===== src/rtl/irq_ctrl_if.sv =====
// rtl/irq_ctrl_if.sv - data-bus and interrupt signal bundle for irq_ctrl
interface irq_ctrl_if #(
  parameter int NIRQ = 6
);
  logic            cs;
  logic            we;
  logic [1:0]      addr;
  logic [31:0]     wd;
  logic [31:0]     rd;
  logic [NIRQ-1:0] dev_irq;
  logic [NIRQ-1:0] interrupt;
  logic            irq_any;

  modport master (
    output cs, we, addr, wd, dev_irq,
    input  rd, interrupt, irq_any
  );

  modport slave (
    input  cs, we, addr, wd, dev_irq,
    output rd, interrupt, irq_any
  );
endinterface


===== src/rtl/irq_ctrl.sv =====
// rtl/irq_ctrl.sv - interrupt source controller driving the CP0 interrupt bus (macro IRQ_SYNC_EN adds a 2-flop input synchronizer)
module irq_ctrl #(
  parameter int NIRQ = 6
) (
  input  logic      clk,
  input  logic      rst,
  irq_ctrl_if.slave bus
);

  // Encoding keeps the output bit equal to state bit 0, so each interrupt
  // line comes straight from a flop.
  typedef enum logic [1:0] {
    S_IDLE   = 2'b00,
    S_ASSERT = 2'b01,
    S_GAP    = 2'b10
  } state_t;

`ifdef IRQ_SYNC_EN
  localparam int STAGES = 3;
`else
  localparam int STAGES = 2;
`endif

  logic [NIRQ-1:0]   lvl;
  logic [NIRQ-1:0]   lvl_d;
  logic [STAGES-1:0] primed;
  logic [NIRQ-1:0]   edge_ev;
  logic [NIRQ-1:0]   pend;
  logic [NIRQ-1:0]   ovf;
  logic [NIRQ-1:0]   mask;
  logic [NIRQ-1:0]   act;
  logic [NIRQ-1:0]   force_set;
  logic [NIRQ-1:0]   pend_clr;
  logic [NIRQ-1:0]   ovf_clr;
  logic [NIRQ-1:0]   event_set;
  logic [NIRQ-1:0]   irq_line;
  logic [2:0]        stat_idx;
  logic [31:0]       rdata;
  logic              irq_any_q;
  logic              wr_en;
  logic              unused_wd;
  state_t            state   [NIRQ];
  state_t            state_n [NIRQ];

  assign wr_en     = bus.cs & bus.we;
  assign unused_wd = ^{bus.wd[31:8+NIRQ], bus.wd[7:NIRQ]};

`ifdef IRQ_SYNC_EN
  logic [NIRQ-1:0] sync1;

  // Two-flop synchronizer followed by the edge-detect flop
  always_ff @(posedge clk or posedge rst) begin
    if (rst) begin
      sync1 <= '0;
      lvl   <= '0;
      lvl_d <= '0;
    end else begin
      sync1 <= bus.dev_irq;
      lvl   <= sync1;
      lvl_d <= lvl;
    end
  end
`else
  // Single input register followed by the edge-detect flop
  always_ff @(posedge clk or posedge rst) begin
    if (rst) begin
      lvl   <= '0;
      lvl_d <= '0;
    end else begin
      lvl   <= bus.dev_irq;
      lvl_d <= lvl;
    end
  end
`endif

  // Tracks pipeline fill after reset: the first staged sample only sets the
  // baseline level, so an input held high across reset is not an event.
  always_ff @(posedge clk or posedge rst) begin
    if (rst) primed <= '0;
    else     primed <= {primed[STAGES-2:0], 1'b1};
  end

  assign edge_ev = primed[STAGES-1] ? (lvl & ~lvl_d) : '0;

  // Decode bus writes into set/clear vectors; edge and FORCE merge into one event
  always_comb begin
    force_set = '0;
    pend_clr  = '0;
    ovf_clr   = '0;
    if (wr_en && bus.addr == 2'd3) force_set = bus.wd[NIRQ-1:0];
    if (wr_en && bus.addr == 2'd0) begin
      pend_clr = bus.wd[NIRQ-1:0];
      ovf_clr  = bus.wd[8 +: NIRQ];
    end
    event_set = edge_ev | force_set;
  end

  // Pending/overflow/mask registers; a set beats a same-cycle W1C
  always_ff @(posedge clk or posedge rst) begin
    if (rst) begin
      pend <= '0;
      ovf  <= '0;
      mask <= '0;
    end else begin
      pend <= (pend & ~pend_clr) | event_set;
      ovf  <= (ovf & ~ovf_clr) | (event_set & pend & ~pend_clr);
      if (wr_en && bus.addr == 2'd1) mask <= bus.wd[NIRQ-1:0];
    end
  end

  assign act = pend & mask;

  // Priority encoder, highest line index wins
  always_comb begin
    stat_idx = 3'd0;
    for (int i = 0; i < NIRQ; i++) begin
      if (act[i]) stat_idx = 3'(i);
    end
  end

  // Register read mux
  always_comb begin
    rdata = '0;
    if (bus.cs) begin
      case (bus.addr)
        2'd0: begin
          rdata[NIRQ-1:0] = pend;
          rdata[8 +: NIRQ] = ovf;
        end
        2'd1: rdata[NIRQ-1:0] = mask;
        2'd2: begin
          rdata[3]   = |act;
          rdata[2:0] = stat_idx;
        end
        default: rdata = '0;
      endcase
    end
  end

  // Per-line output state registers
  always_ff @(posedge clk or posedge rst) begin
    if (rst) begin
      for (int i = 0; i < NIRQ; i++) state[i] <= S_IDLE;
    end else begin
      for (int i = 0; i < NIRQ; i++) state[i] <= state_n[i];
    end
  end

  // Per-line next state: GAP forces a low cycle between assertions
  always_comb begin
    for (int i = 0; i < NIRQ; i++) begin
      state_n[i] = state[i];
      case (state[i])
        S_IDLE:   if (act[i])  state_n[i] = S_ASSERT;
        S_ASSERT: if (!act[i]) state_n[i] = S_GAP;
        S_GAP:    state_n[i] = S_IDLE;
        default:  state_n[i] = S_IDLE;
      endcase
    end
  end

  // Interrupt lines taken directly from state bit 0
  always_comb begin
    irq_line = '0;
    for (int i = 0; i < NIRQ; i++) irq_line[i] = state[i][0];
  end

  // irq_any trails the interrupt lines by one cycle
  always_ff @(posedge clk or posedge rst) begin
    if (rst) irq_any_q <= 1'b0;
    else     irq_any_q <= |irq_line;
  end

  assign bus.interrupt = irq_line;
  assign bus.irq_any   = irq_any_q;
  assign bus.rd        = rdata;

endmodule


===== src/flat_wrapper.sv =====
// flat-port wrapper written by rule: the top's interface ports become plain ports
module irq_ctrl_flat 
#(
  parameter int NIRQ = 6
)
  (clk, rst, bus_cs, bus_we, bus_addr, bus_wd, bus_dev_irq, bus_rd, bus_interrupt, bus_irq_any);
  irq_ctrl_if #(.NIRQ(NIRQ)) bus_i ();
  input  logic clk;
  input  logic rst;
  input wire logic [$bits(bus_i.cs)-1:0] bus_cs;
  input wire logic [$bits(bus_i.we)-1:0] bus_we;
  input wire logic [$bits(bus_i.addr)-1:0] bus_addr;
  input wire logic [$bits(bus_i.wd)-1:0] bus_wd;
  input wire logic [$bits(bus_i.dev_irq)-1:0] bus_dev_irq;
  output wire logic [$bits(bus_i.rd)-1:0] bus_rd;
  output wire logic [$bits(bus_i.interrupt)-1:0] bus_interrupt;
  output wire logic [$bits(bus_i.irq_any)-1:0] bus_irq_any;
  assign bus_i.cs = bus_cs;
  assign bus_i.we = bus_we;
  assign bus_i.addr = bus_addr;
  assign bus_i.wd = bus_wd;
  assign bus_i.dev_irq = bus_dev_irq;
  assign bus_rd = bus_i.rd;
  assign bus_interrupt = bus_i.interrupt;
  assign bus_irq_any = bus_i.irq_any;
  irq_ctrl #(.NIRQ(NIRQ)) u_core (.clk(clk), .rst(rst), .bus(bus_i));
endmodule

===== config.mk =====
export PLATFORM = sky130hd
export DESIGN_NAME = irq_ctrl_flat
export DESIGN_NICKNAME = d
export VERILOG_FILES = /design/src/rtl/irq_ctrl_if.sv /design/src/rtl/irq_ctrl.sv /design/src/flat_wrapper.sv
export SDC_FILE = /design/constraint.sdc
export NUM_CORES = 1
export LEC_CHECK = 0
export BUFFER_PORTS_ARGS = -buffer_cell sky130_fd_sc_hd__buf_2
export CAP_MARGIN = 10
export CORE_MARGIN = 4
export CORE_UTILIZATION = 30
export DETAILED_ROUTE_END_ITERATION = 12
export HOLD_SLACK_MARGIN = 0.05
export MAX_ROUTING_LAYER = met4
export PLACE_DENSITY = 0.63
export SYNTH_ARGS = -nofsm -noshare
export SYNTH_HDL_FRONTEND = slang
export SYNTH_SLANG_ARGS = --single-unit

===== constraint.sdc =====
create_clock -name clk -period 1.36 [get_ports clk]
set_input_delay 0.068 -clock clk [delete_from_list [all_inputs] [get_ports clk]]
set_output_delay 0.068 -clock clk [all_outputs]
set_load 0.05 [all_outputs]

Yosys cells after proc, flatten, opt, wreduce, memory -nomap -nowiden
Cells that the tools add are included.
{"block": "totals", "regBits": 45, "latchBits": 0, "mem_bits_rw": 0, "mem_bits_ro": 0, "inputBits": 44, "out_inout_bits": 39, "wordCells": 96, "mem_count": 0}
{"block": "classes", "add_sub_neg": 0, "mul": 0, "div": 0, "n_lt_le_gt_ge": 0, "n_eq_ne": 21, "shift": 0, "mux": 31, "n_bitwise": 13, "n_reduce_logical": 18}
{"op": "AND 6 bit", "n": 6}
{"op": "two-way mux 6 bit", "n": 5}
{"op": "two-way mux 2 bit", "n": 14}
{"op": "case mux 2 bit (2 select lines)", "n": 7}
{"op": "NOT 6 bit", "n": 3}
{"op": "bitwise OR 6 bit", "n": 3}
{"op": "equality test 2 x 1 -> 1 bit (second input constant)", "n": 7}
{"op": "logical NOT 2 bit", "n": 7}
{"op": "two-way mux 14 bit", "n": 1}
{"op": "inequality test 2 x 1 -> 1 bit (second input constant)", "n": 6}
{"op": "inequality test 2 bit (second input constant)", "n": 6}
{"op": "case mux 4 bit (3 select lines)", "n": 1}
{"op": "AND reduction 2 bit", "n": 6}
{"op": "OR reduction 6 bit", "n": 2}
{"op": "two-way mux 3 bit", "n": 2}
{"op": "equality test 2 bit (second input constant)", "n": 2}
{"op": "logical AND 1 bit", "n": 3}
{"op": "AND 1 bit", "n": 1}
{"op": "two-way mux 1 bit", "n": 1}

Longest topological paths before layout
Gate-level depths: netlist of run 1.
{"block": "logic_depth", "depth_word": 8, "depth_mapped": 5, "mapped_depth_nobuf": 4}

Worst setup path after synthesis of run 1
Ideal clock, no wire load.
{"block": "synth_path", "path_kind": "flip-flop to output port", "from": "register u_core.pend[4]", "to": "output bus_rd[3]", "arrival_ns": 1.492, "t_required_ns": 1.292, "setup_slack_ns": -0.200, "path_stages_with_launch": 5, "path_buffers": 0, "cell_sequence": "dfrtp_1 a22oi_1 nand3_1 nand2_1 a31oi_1"}
{"block": "synth_between", "elab_chain_len": 4}
{"item": "start, declared", "line_no": "irq_ctrl.sv:28", "rtl": "logic [NIRQ-1:0] pend;"}
{"item": "start signal, assigned", "line_no": "irq_ctrl.sv:105", "rtl": "pend <= (pend & ~pend_clr) | event_set;"}
{"item": "AND 6 bit", "line_no": "irq_ctrl.sv:111", "rtl": "assign act = pend & mask;"}
{"item": "OR reduction 6 bit", "line_no": "irq_ctrl.sv:132", "rtl": "rdata[3] = |act;"}
{"item": "case mux 4 bit (3 select lines)", "line_no": "irq_ctrl.sv:125", "rtl": "case (bus.addr)"}
{"item": "two-way mux 14 bit", "line_no": "irq_ctrl.sv:124", "rtl": "if (bus.cs) begin"}
{"item": "end, declared", "line_no": "flat_wrapper.sv:15", "rtl": "output wire logic [$bits(bus_i.rd)-1:0] bus_rd;"}
Every way passes these cells.

Worst setup path in the final report of run 1
Same ends and word-level chain as after synthesis.

==> results of run 1 <==
## what timing repair did
| action | in CTS | in global routing |
|---|---|---|
| gates resized for setup | 14 | 8 |
| hold endpoints to repair | 69 | 0 |
| hold buffers | 19 | 0 |
| setup endpoints to repair | 4 | 6 |
| pin swaps | 2 | 6 |
| buffers inserted | 1 | 1 |
| cloned | 0 | 0 |
## layout by cell type, fill, tap and decap left out, types with 2 or more instances in the layout
cell / n
a31oi_1: 2
a32oi_1: 6
and2_4: 2
and3_1: 6
and3b_1: 5
buf_2: 36
buf_4: 9
buf_6: 5
clkbuf_8: 6
conb_1: 21
dfrtp_1: 45
dlygate4sd3_1: 19
inv_1: 6
mux2_2: 6
mux2i_1: 5
nand2_1: 37
nand2_2: 4
nand2b_1: 2
nor2_1: 12
o21ai_1: 7
o22ai_1: 2
## path summary, 6_finish.rpt
path                                  startpoint                  to  slack (ns)  cells after the start
worst max-delay path              u_core.pend[4]           bus_rd[3]       -0.18                      5
worst min-delay path                      bus_we      u_core.mask[5]        0.21                      3
worst max register to register  u_core.primed[1]       u_core.ovf[2]        0.41                      2
worst min register to register  u_core.primed[0]    u_core.primed[1]        0.37                      0
max in group asynchronous                    rst       u_core.ovf[5]        0.79                      4
min in group asynchronous                    rst  u_core.bus.irq_any        0.35                      4
## logic make-up after synthesis
group | after synthesis
AOI/OAI and AO/OA | 22
muxes | 11
and+or+nand+nor | 78
other | 2
DFF | 45
buffers and inverters | 37
## power by group through the flow
stage	Clock (mW)	Sequential [mW]	Combinational [mW]
after floorplan	0	1.72	0.891
after global placement	0	1.71	1.05
after detailed placement	0	1.72	1.07
after CTS	1.11	1.70	1.15
after global routing	1.17	1.73	1.27
final	1.09	1.70	1.17
## sequential cells by signal, summed over array words and instances, names as in the netlist
| name | cells |
|---|---|
| u_core.primed | 2 |
| u_core.mask | 6 |
| u_core.ovf | 6 |
| u_core.bus.interrupt | 6 |
| u_core.lvl_d | 6 |
| u_core.bus.irq_any | 1 |
| u_core.state | 6 |
| u_core.pend | 6 |
| u_core.lvl | 6 |
## per-layer routing
metal,share of wire (%),track usage (%),vias up
li1,-,-,735
met1,46,14.92,690
met2,47,18.72,50
met3,5.2,3.000,7
met4,1.9,5.230,0
met5,0,-,-
## final cells by class
class	instances	area [um2]	area share, %
Timing Repair Buffer	70	514.2	19.31
Tap cell	77	96.34	3.618
Clock inverter	2	41.29	1.551
Sequential cell	45	1126	42.29
Clock buffer	6	82.58	3.102
Multi-Input combinational cell	132	775.7	29.14
Inverter	7	26.28	0.9868
## stage by stage
step	power, mW	hold slack, ns	worst slack (ns)	setup TNS, ns	area, um2
final	3.958	0.2050	-0.1755	-0.5454	2663
after floorplan	2.611	0.09943	0.07843	0	2127
after CTS	3.961	0.2046	-0.1502	-0.5303	2631
after global routing	4.180	0.2072	-0.2466	-0.9519	2663
after detailed placement	2.788	0.1259	0.05029	0	2270
after global placement	2.760	0.1225	0.04985	0	2270
## critical path: stages, from the launching register on
cell	delay [ns]
dfrtp_1	0.41
a22oi_2	0.26
nand3_1	0.13
nand2_2	0.10
a31oi_4	0.09
buf_6	0.17
==> results.py, run 1 <==
metrics = {
    "final_layout": {
        "diodes": 0,
        "drive_above_1_share_pct": 30.53,
        "stdcell_count": 339,
        "fillers": 635,
        "areaGrowthSynthToFinish_pct": 30.23,
        "final_core_util_pct": 40.99,
        "nNetsFinal": 305,
    },
    "synthesis": {
        "synth.top_cell.area_share_pct": 55.08,
        "synth_compound_area_share_pct": 6.916,
        "ys_seq_area_share_pct": 55.08,
        "yosys.area_share.simple_pct": 19.40,
        "syn_avg_cell_area_um2": 10.48,
        "yosysTopAreaCell": "dfrtp_1",
        "ys_types": 30,
        "synth_top_family_by_area": "simple AND/OR/NAND/NOR gates",
        "muxShareOfSynthArea_pct": 5.753,
        "ys_warn_count": 0,
        "ys_seq_elements": 45,
        "synth_edf_count": 0,
        "synth_cells": 195,
        "yosys-top-cells-count": "45 x dfrtp_1, 40 x nand2_1, 27 x buf_4, 13 x nor2_1, 7 x inv_1",
        "synth_most_common_cell": "dfrtp_1",
        "syn_area_mm2": 0.002044,
        "synthAdderAreaFrac_pct": 0,
        "synth_xor_area_share_pct": 0,
        "async_flop_share_pct": 100.0,
        "synthFlopType": "dfrtp_1",
        "ys_top_cells_by_area": "dfrtp_1 55%, buf_4 9.9%, nand2_1 7.3%",
    },
    "grt": {
        "first_global_vias": 1627,
        "grt_max_degree": 46,
        "antenna_found_initial": 0,
        "grt_pass1_wl_um": 7728,
        "overflow": 0,
        "globalRouteTotalUtil_pct": 12.06,
    },
    "flow_run": {
        "cap_violations": 0,
    },
    "min_path": {
        "hold_class": "primary input to flop",
    },
    "place": {
        "port_buffers": 42,
        "place.gp.congestion": 0.8036,
        "dpl.hpwl_um": 3247,
        "place_inst": 310,
    },
    "cts": {
        "cts_made_buffers": 5,
        "cts_num_sinks": 45,
        "tritoncts": "yes",
        "h-tree-depth": 2,
        "insertion_delay_ns": 0.30,
        "path_clk_slew_ns": 0.09,
        "cts.path.max_buffers": 2,
        "cts_root_buf": "clkbuf_8",
    },
    "power_and_ir_drop": {
        "pwr-share-comb_pct": 29.6,
        "p_per_area_mw_per_mm2": 1486,
        "switching_share_pct": 35.30,
        "power.leakage_nw": 1.331,
        "ir_worst_vdd_v": 0.0007102,
        "p_sw_mw": 1.397,
        "p_seq_share_pct": 42.9,
        "p_int_mw": 2.561,
        "power.share.clock_pct": 27.5,
    },
    "floorplanning": {
        "row_count": 29,
        "core_mm2": 0.006495,
        "die_h_um": 90.55,
        "fp.dieW_um": 90.55,
        "fp.dieArea_mm2": 0.008199,
        "io_pins": 83,
        "floorplan.initialDensity_pct": 31.48,
    },
    "timing": {
        "finalSetupViolCount": 4,
        "post-route-period-util_pct": 112.9,
        "fin_skew_ns": 0.009355,
        "drv_slew": 0,
        "setup_ws_ns": -0.1755,
        "finalHoldViolations": 0,
        "rsz0062_at_grt": "yes",
        "fmax_ghz": 0.6512,
        "period_needed_ns": 1.536,
    },
    "detailed_routing": {
        "wirelength_um": 4518,
        "drc": 0,
        "post_drt_wl_per_cell_um": 13.33,
        "firstDrtPassIters": 4,
        "drtAntennaViolNets": 0,
        "via_count": 1482,
        "drtIter0Drc": 84,
        "vias_per_cell": 4.372,
    },
    "run_status": {
        "status": "finished, violations left",
        "violations": "setup timing",
    },
    "worst_setup_path": {
        "worst-path-max-fanout": 3,
        "crit_path_start_kind": "flop",
        "crit_type": "flop to primary output",
        "worstPathRequired_ns": 1.29,
        "endpoint_kind": "primary output",
        "worstPathArrival_ns": 1.47,
    },
}
Power figures use the tool's default switching activity.
==> run 2, diff against run 1 <==
--- a/config.mk
+++ b/config.mk
@@ -13,6 +13,7 @@
 export HOLD_SLACK_MARGIN = 0.05
 export MAX_ROUTING_LAYER = met4
 export PLACE_DENSITY = 0.63
+export RECOVER_POWER = 50
 export SYNTH_ARGS = -nofsm -noshare
 export SYNTH_HDL_FRONTEND = slang
 export SYNTH_SLANG_ARGS = --single-unit
==> constraint.sdc (replaced) <==
create_clock -name clk -period 1.36 [get_ports clk]
set_input_delay 0.068 -clock clk [delete_from_list [all_inputs] [get_ports clk]]
set_output_delay 0.068 -clock clk [all_outputs]
set_load 0.01 [all_outputs]
==> results.py, run 2 (synthesis results as in run 1) <==
metrics = {
    "run_status": {
        "status": "finished, violations left",
        "violations": "setup timing",
    },
    "power_and_ir_drop": {
        "pwr-share-comb_pct": 21.4,
        "p_per_area_mw_per_mm2": 1346,
        "switching_share_pct": 28.92,
        "power.leakage_nw": 1.318,
        "p_seq_share_pct": 48.8,
        "power.share.clock_pct": 29.9,
        "p_int_mw": 2.483,
        "p_sw_mw": 1.010,
        "ir_worst_vdd_v": 0.0006343,
    },
    "final_layout": {
        "areaGrowthSynthToFinish_pct": 26.93,
        "stdcell_count": 340,
        "drive_above_1_share_pct": 28.90,
        "final_core_util_pct": 39.95,
        "final_cell_mix": "45 x dfrtp_1, 42 x buf_2, 39 x nand2_1, 21 x conb_1, 19 x dlygate4sd3_1",
        "final_common_cell": "dfrtp_1",
        "nNetsFinal": 306,
        "final_area_mm2": 0.002595,
        "diodes": 0,
    },
    "worst_setup_path": {
        "worstPathArrival_ns": 1.43,
        "r2r_cells": 3,
        "cp.buffers_inverters": 1,
        "max_stage_delay_ns": 0.43,
        "crit_type": "flop to primary output",
        "worstReg2RegStart": "u_core.pend[2]",
        "endpoint_kind": "primary output",
        "worstPathRequired_ns": 1.29,
        "crit_path_start_kind": "flop",
        "worst-r2r-setup-slack_ns": 0.39,
        "path_cells": "and2_4 -> o21ai_2 -> a31oi_1 -> nor2_1 -> buf_2",
        "worst-path-max-fanout": 4,
        "reg2reg_to": "u_core.state[7]",
        "slowest_stage": "dfrtp_1",
        "path_delay_family": "flip-flops",
    },
    "min_path": {
        "whs_path_depth": 3,
        "hold_end": "u_core.mask[0]",
        "min_from": "bus_we",
        "hold_class": "primary input to flop",
    },
    "place": {
        "dpl.hpwl_um": 3175,
        "port_buffers": 42,
        "place_inst": 307,
        "place.gp.congestion": 0.7851,
        "postPlaceCellArea_mm2": 0.002236,
    },
    "grt": {
        "antenna_found_initial": 0,
        "grt_pass1_wl_um": 7458,
        "overflow": 0,
        "grt_max_degree": 46,
        "globalRouteTotalUtil_pct": 11.55,
        "first_global_vias": 1509,
    },
    "timing": {
        "whs_ns": 0.1977,
        "slew_headroom_pct": 59.05,
        "fin_skew_ns": 0.009190,
        "period_needed_ns": 1.496,
        "fmax_ghz": 0.6686,
        "finalHoldViolations": 0,
        "rsz0062_at_grt": "yes",
        "drv_slew": 0,
        "tightest_slew_ns": 0.6143,
        "finalSetupViolCount": 4,
        "setup_ws_ns": -0.1358,
        "post-route-period-util_pct": 110.0,
    },
    "detailed_routing": {
        "wirelength_um": 4400,
        "drtAntennaViolNets": 0,
        "vias_per_cell": 4.503,
        "drc": 0,
        "via_count": 1531,
        "drtIter0Drc": 105,
        "firstDrtPassIters": 4,
        "post_drt_wl_per_cell_um": 12.94,
    },
    "cts": {
        "cts_num_sinks": 45,
        "h-tree-depth": 2,
        "tritoncts": "yes",
        "cts.path.max_buffers": 2,
        "path_clk_slew_ns": 0.09,
        "cts_root_buf": "clkbuf_8",
        "cts_made_buffers": 5,
        "insertion_delay_ns": 0.30,
    },
    "floorplanning": {
        "fp.dieArea_mm2": 0.008199,
        "io_pins": 83,
        "fp.dieW_um": 90.55,
        "core_mm2": 0.006495,
        "die_h_um": 90.55,
        "row_count": 29,
        "floorplan.initialDensity_pct": 31.48,
    },
    "flow_run": {
        "cap_violations": 0,
    },
}
-- run 2: tightest hold or removal path: stages --
cell and delay (ns):
buf_2 0.13, nand3_4 0.12, mux2_2 0.15
-- run 2: worst max path at each step --
stage	startpoint	endpoint	slack [ns]	cells past startpoint
floorplan	rst	u_core.bus.interrupt[0]	0.23	1
global placement	u_core.mask[4]	bus_rd[3]	0.16	5
detailed placement	u_core.pend[2]	bus_rd[0]	0.12	5
CTS	u_core.mask[2]	bus_rd[0]	-0.16	5
global route	u_core.mask[4]	bus_rd[3]	-0.21	5
finish	u_core.pend[2]	bus_rd[0]	-0.14	5
-- run 2: metrics by stage --
stage	setup WS, ns	TNS (ns)	power, mW
after floorplan	0.2326	0	2.219
after global placement	0.1622	0	2.351
after detailed placement	0.1213	0	2.371
after CTS	-0.1571	-0.4281	3.521
after global routing	-0.2125	-0.7142	3.710
final	-0.1358	-0.3345	3.494
-- run 2: power groups by stage --
| stage | registers (mW) | logic, mW | clock network (mW) |
|---|---|---|---|
| after floorplan | 1.69 | 0.527 | 0 |
| after global routing | 1.74 | 0.833 | 1.14 |
| after detailed placement | 1.73 | 0.642 | 0 |
| after global placement | 1.72 | 0.634 | 0 |
| after CTS | 1.71 | 0.732 | 1.08 |
| final | 1.70 | 0.747 | 1.04 |
-- run 2: per-layer routing --
metal / share of wire (%) / routed length, um / global-route usage [%] / vias to the layer above
li1: - / - / - / 732
met1: 47 / 2046 / 15.77 / 731
met2: 46 / 2011 / 16.62 / 58
met3: 6.0 / 263 / 2.917 / 10
met4: 1.8 / 78 / 4.082 / 0
met5: 0 / 0 / - / -
-- run 2: area by class of cell --
type / count / area [um2]
sequential: 45 / 1126
multi-input combinational: 132 / 754.5
fill: 644 / 3900
clock inverter: 3 / 47.55
clock buffer: 5 / 68.82
tap: 77 / 96.34
inverter: 7 / 26.28
timing repair buffer: 71 / 475.5
-- run 2: what timing repair did --
item	CTS	global route
buffers inserted	3	3
setup endpoints to repair	4	4
endpoints found under the hold margin	69	0
hold buffers	19	0
resized for setup	5	1
pin swaps	8	3
